## src/rtl/regfile_onehot_wr.sv

```systemverilog
// 32-entry register file whose write port is a one-hot select from a 5-to-32 decoder.
// Two registered read ports with same-edge write bypass, and a sticky multi-hot error flag.
module regfile_onehot_wr #(
  parameter int WIDTH   = 32,
  parameter bit R0_ZERO = 1'b1
) (
  input  logic             clock,
  input  logic             reset,
  input  logic [31:0]      ld,
  input  logic [WIDTH-1:0] pw,
  input  logic [4:0]       ra,
  input  logic [4:0]       rb,
  input  logic             re,
  output logic [WIDTH-1:0] pa,
  output logic [WIDTH-1:0] pb,
  output logic             valid,
  output logic             wr_err,
  output logic [7:0]       wr_cnt
);

  logic [WIDTH-1:0] regs [32];
  logic             multi_hot;
  logic             one_hot;
  logic [31:0]      wr_sel;
  logic [WIDTH-1:0] rd_a;
  logic [WIDTH-1:0] rd_b;

  // x & (x-1) clears the lowest set bit, so a non-zero result means two or more bits are set.
  always_comb begin
    multi_hot = (ld & (ld - 32'd1)) != 32'd0;
    one_hot   = (ld != 32'd0) && !multi_hot;
    wr_sel    = one_hot ? ld : 32'd0;
    if (R0_ZERO) wr_sel[0] = 1'b0;
  end

  // Effective read value: a legal write to the same index wins over the stored word.
  always_comb begin
    rd_a = wr_sel[ra] ? pw : regs[ra];
    rd_b = wr_sel[rb] ? pw : regs[rb];
    if (R0_ZERO && ra == 5'd0) rd_a = '0;
    if (R0_ZERO && rb == 5'd0) rd_b = '0;
  end

  // NOTE: the register array is cleared on reset because the block guarantees every
  // entry reads 0 afterwards; this costs a reset net on each flop, so no RAM macro.
  always_ff @(posedge clock) begin
    if (reset) begin
      for (int i = 0; i < 32; i++) regs[i] <= '0;
      pa     <= '0;
      pb     <= '0;
      valid  <= 1'b0;
      wr_err <= 1'b0;
      wr_cnt <= 8'd0;
    end else begin
      // NOTE: non-blocking assignments keep every read in this block seeing pre-edge state.
      for (int i = 0; i < 32; i++) begin
        if (wr_sel[i]) regs[i] <= pw;
      end
      if (|wr_sel && wr_cnt != 8'hFF) wr_cnt <= wr_cnt + 8'd1;
      if (multi_hot) wr_err <= 1'b1;
      if (re) begin
        pa    <= rd_a;
        pb    <= rd_b;
        valid <= 1'b1;
      end else begin
        valid <= 1'b0;
      end
    end
  end

endmodule

```

## config.mk

```make
export PLATFORM = sky130hd
export DESIGN_NAME = regfile_onehot_wr
export DESIGN_NICKNAME = d
export VERILOG_FILES = /design/src/rtl/regfile_onehot_wr.sv
export SDC_FILE = /design/constraint.sdc
export NUM_CORES = 2
export LEC_CHECK = 0
export CAP_MARGIN = 20
export CORE_MARGIN = 2
export CORE_UTILIZATION = 45
export DETAILED_ROUTE_END_ITERATION = 10
export GPL_TIMING_DRIVEN = 0
export SYNTH_ARGS = -nofsm -noshare
export SYNTH_HDL_FRONTEND = slang
export SYNTH_SLANG_ARGS = --single-unit
```

## constraint.sdc

```tcl
create_clock -name clock -period 5.4 [get_ports clock]
set_input_delay 1.08 -clock clock [delete_from_list [all_inputs] [get_ports clock]]
set_output_delay 1.08 -clock clock [all_outputs]
set_load 0.03 [all_outputs]
```

Word-level counts from Yosys, hierarchy flattened
Memories as Yosys holds them, arrays and structs flattened.
Index checks and enable logic that the tools add are counted.
Storage, ports and cells
  register bits after elaboration: 74
  bits in writable memories: 1024
  input bits: 77
  output and inout bits: 74
  logic and storage cells: 187
  memories: 1
Memories
  regs: depth 32, width 32, read ports 2, clocked after Yosys merged registers in 0, write ports 32, line 21  | logic [WIDTH-1:0] regs [32];
Operators by class
  add/subtract/negate cells: 2
  magnitude comparators: 2
  eq/ne operators: 1
  mux-type cells: 136
  bitwise gates (word level): 32
  reductions and logical operators: 8
Operator list (number)
  $mux W32: 36
  $mux W1: 98
  $reduce_bool A32 Y1: 2
  $and A32 B32 Y32: 1
  $sub A32 B1 Y32 const B: 1
  $or A1 B1 Y1: 31
  $reduce_or A31 Y1: 1
  $lt A5 B6 Y1 const B: 2
  $bmux W1 S5: 2
  $logic_not A5 Y1: 2
  $add A8 B1 Y8 const B: 1
  $ne A8 B8 Y1 const B: 1
  $logic_and A1 B1 Y1: 2
  $logic_not A1 Y1: 1

Depth between registers and ports, before layout
  depth in word-level cells: 10
  depth in mapped cells: 12
  gate-level depth less buffers: 8

Worst setup path before layout
Ideal clock, no wire load.
  kind: in2reg
  start: input ld[23]
  end: memory regs[26][0] (enable)
  library setup time: 0.388 ns
  arrival time: 4.636 ns
  required time: 5.012 ns
  setup slack: 0.377 ns
  cell stages on the path: 9
  path buffers: 2
  path through: or4_4 -> or3_4 -> or3_1 -> a221o_1 -> or4_4 -> nor3_1 -> clkbuf_1 -> buf_1 -> a21o_1
RTL lines
  from (decl): line 9  | input logic [31:0] ld,
  to (decl): line 21

Worst setup path in the final report
  start: input ld[23]
  end: register pb[29]
Between the ends
  cells in the longest elaborated chain, start to end: 10
  elaborated cells on any way between the ends: 11
  classes of those cells: add/sub: 1; mux: 5; bitwise: 1; reduce/logical: 4
RTL lines
  $sub A32 B1 Y32: line 30  | multi_hot = (ld & (ld - 32'd1)) != 32'd0;
  $and A32 B32 Y32: line 30
  $reduce_bool A32 Y1: line 30
  $logic_not A1 Y1: line 31  | one_hot = (ld != 32'd0) && !multi_hot;
  $logic_and A1 B1 Y1: line 31
  $mux W32 (*): line 32  | wr_sel = one_hot ? ld : 32'd0;
  $bmux W1 S5 (*): line 39  | rd_b = wr_sel[rb] ? pw : regs[rb];
  $mux W1 (not written as such) (*): line 39
  $mux W32 (*): line 39
  $mux W32 (*): line 41  | if (R0_ZERO && rb == 5'd0) rd_b = '0;
  to (signal assigned): line 63  | pb <= rd_b;
  to (decl): line 15  | output logic [WIDTH-1:0] pb,
Mark *: on every way between the ends. The rest lies on a longest branch, timed or not. The select of a mux whose other input is x is not followed.
A chain may end at the register's enable or synchronous reset.

==> flow_summary_export.csv <==
group,metric,value,unit
status,status,"finished, violations left",
status,failed_checks,"negative setup slack",
setup_path,endpoint,"pb[29]$_SDFFE_PP0P_",
clock_tree,cts_tree,"done",
yosys,synth_compound_area_share,3.77,%
setup_path,rr_endpoint,"pb[18]$_SDFFE_PP0P_",
power,leakage,20.9,nW
floorplan,coreArea,116000,um^2
timing,timing.hold.ws,0.481,ns
floorplan,dieArea,120000,um^2
grt,antenna_found_initial,8,
timing,fmax,0.180,GHz
layout,final_cell_mix,"edfxtp_1 (992), mux4_2 (586), nor2_1 (558)",
layout,final_util,54.1,%
placement,pre_cts_slack,-1.15,ns
clock_tree,cts_made_buffers,113,
clock_tree,clock_latency,0.74,ns
clock_tree,cts_hold_buf,0,
route,topRoutingLayerUsed,"met5",
timing,setup_viol,40,
layout,layout.nets,3616,
route,vias_per_cell,7.05,
layout,synthToLayoutAreaGrowth,19.2,%
floorplan,die_y,346,um
floorplan,fp-row-count,125,
setup_path,cp_max_fo,8,
layout,fillers,9172,
setup_path,reg2reg_depth,5,
yosys,synthFlopType,"edfxtp_1",
timing,slew_viol_final,0,
setup_path,crit_chain,"clkdlybuf4s50_1 -> or4_4 -> or3_4 -> or3_1 -> a221o_1 -> nor4_1 -> o311ai_4 -> clkbuf_1 -> buf_16 -> mux2_2 -> a22o_1",
yosys,synth_fa_ha_area_share,0.0427,%
grt,grt_pass1_vias,36000,
clock_tree,cts.sinks,1066,
grt,grt_overflow_total,0,
timing,finalWorstSetupSlack,-0.148,ns
layout,instances_no_fill,5164,
clock_tree,path_clk_slew,0.06,ns
route,drt_pass1_iterations,6,
timing,max-slew-margin-rel,13.7,%
yosys,avgSynthCellArea,16.8,um^2
grt,grt_max_degree,33,
yosys,synth-seq-area-share,59.3,%
yosys,yosys.area.top_type,"edfxtp_1",
floorplan,io_pins,151,
layout,multi_input_area,20600,um^2
yosys,synth_warnings,0,
grt,grt_first_pass_wirelength,286000,um
placement,io_buffers,142,
setup_path,cp-end-kind,"register",
yosys,synth_nets,3214,
hold_path,hold_path.class,"reg2reg",
timing,clock_skew,0.0292,ns
power,peakVddDrop,0.293,mV
setup_path,slowest_stage,"nor4_1",
floorplan,die_w,346,um
timing,finalHoldViolCount,0,
route,wl_met2,94000,um
setup_path,critPathKind,"in2reg",
placement,hpwl,142000,um
setup_path,r2r-start,"regs[7][18]$_SDFFCE_PN0P_",
yosys,synth_xor_area_share,0,%
yosys,synth.area.mux_share,28.7,%
placement,placed_cell_area,57700,um^2
route,via_count,36400,
flow_run,maxCapViolations,0,
layout,regArea,31300,um^2
yosys,synth_cells,3136,
setup_path,worstSetupStartpoint,"ld[23]",
route,drc,0,
setup_path,cpPeakStageDelay,0.92,ns
yosys,synthSimpleGateAreaFrac,5.66,%
layout,drive_gt1_share,31.3,%
clock_tree,htreeDepth,3,
setup_path,required,6.00,ns
layout,fin_area,62800,um^2
floorplan,initial_core_util,45.4,%
power,finalPower,21.3,mW
yosys,async_flop_share,0,%
power,powerDensity,339,nW/um^2
yosys,synthTopCellsByArea,"edfxtp_1 (57%), mux4_2 (25%), nor2_1 (4.0%)",
setup_path,r2r_slack,2.98,ns
route,ant_nets,0,
timing,worst_slew_pin_slew,1.29,ns
route,drtIter0Drc,6515,
yosys,synth_top_area_share,56.5,%
yosys,synth_edf_count,992,
route,wl_per_cell,41.0,um
timing,period_share,103,%
timing,rsz0062_at_grt,"true",
route,wl,212000,um
route,m1WireLength,74500,um
grt,grt_usage,35.1,%
yosys,synth_top_family_by_area,"multiplexers",
yosys,ys_ff_latch,1066,
yosys,synth_area,52700,um^2
placement,dpl.cell_count,4883,
clock_tree,clockRootBuffer,"clkbuf_16",
timing,tns,-1.61,ns
placement,routabilityCongestion,0.924,
timing,fin_crit,5.55,ns
setup_path,arrival,6.15,ns
setup_path,worst_setup_path_start_kind,"input pin",
clock_tree,clockBufferDepth,3,
route,wl_met3,31200,um
yosys,synth.distinct_cells,56,
layout,final_common_cell,"edfxtp_1",
[flip-flops by register name, summed over array words and instances (netlist names)]
signal	cells
valid	1
wr_cnt	8
pb	32
pa	32
regs	992
wr_err	1
[cells by family (layout without fill, tap and decap cells)]
family	Yosys count	after routing
and+or+nand+nor	700	706
adders and majority gates	2	2
DFF	1066	1066
other	0	2
muxes	758	758
buffers and inverters	353	843
AOI/OAI and AO/OA	257	263
[per-layer routing]
| layer | track usage [%] | up-vias |
|---|---|---|
| li1 | - | 13500 |
| met1 | 45.9 | 19100 |
| met2 | 51.8 | 3172 |
| met3 | 12.5 | 627 |
| met4 | 17.9 | 14 |
| met5 | 0.240 | - |
[Yosys cell counts (5+ instances only)]
| cell type | count |
|---|---|
| nand3_1 | 8 |
| nor2b_1 | 7 |
| nand2b_1 | 52 |
| clkbuf_1 | 242 |
| or4_1 | 8 |
| o21ai_0 | 39 |
| or3_1 | 5 |
| mux4_2 | 586 |
| nor4_1 | 5 |
| mux2_2 | 132 |
| buf_1 | 76 |
| o21bai_1 | 32 |
| nand2_1 | 24 |
| nor3_1 | 9 |
| a21o_1 | 14 |
| a22o_1 | 128 |
| inv_1 | 33 |
| a21oi_1 | 8 |
| nor2_1 | 558 |
| mux2i_1 | 38 |
| nand4_1 | 5 |
| o31ai_1 | 10 |
| edfxtp_1 | 992 |
| dfxtp_1 | 74 |
[worst min path at each step]
stage / from / end / slack, ns / cells after the start
2_1_floorplan: wr_cnt[5]$_SDFFE_PP0P_ / wr_cnt[5]$_SDFFE_PP0P_ / 0.61 / 2
3_3_place_gp: pb[22]$_SDFFE_PP0P_ / pb[22]$_SDFFE_PP0P_ / 0.46 / 1
3_5_place_dp: pb[4]$_SDFFE_PP0P_ / pb[4]$_SDFFE_PP0P_ / 0.46 / 1
4_1_cts: pb[16]$_SDFFE_PP0P_ / pb[16]$_SDFFE_PP0P_ / 0.48 / 1
5_1_grt: pb[25]$_SDFFE_PP0P_ / pb[25]$_SDFFE_PP0P_ / 0.50 / 1
6_report: pb[16]$_SDFFE_PP0P_ / pb[16]$_SDFFE_PP0P_ / 0.48 / 1
[where the power goes]
part | switching [mW] | leakage (nW) | internal [mW] | total [mW]
clock | 3.43 | 1.95 | 4.96 | 8.39
combinational | 1.66 | 8.89 | 1.39 | 3.05
sequential | 0.278 | 10.1 | 9.59 | 9.87
[final cells by class]
class	instances	share of cell area [%]
clock inverter	61	1.27
buffer	320	2.01
inverter	33	0.197
multi-input combinational	1729	32.7
antenna	2	0.00797
sequential	1066	49.8
clock buffer	154	5.04
tap	1524	3.03
timing repair buffer	275	5.94
[critical path, delay by kind of cell]
kind	cells	cell delay, ns
buffers and inverters	3	1.43
AO/OA/AOI/OAI	3	0.97
AND/OR/NAND/NOR	4	2.30
multiplexers	1	0.33
[timing repair]
action | in CTS | in global routing
pin swaps | 8 | 0
endpoints found under the setup margin | 633 | 566
resized for setup | 37 | 42
gates cloned | 12 | 0
buffers inserted | 23 | 16
Note: power is estimated with default switching activity, not from simulation.
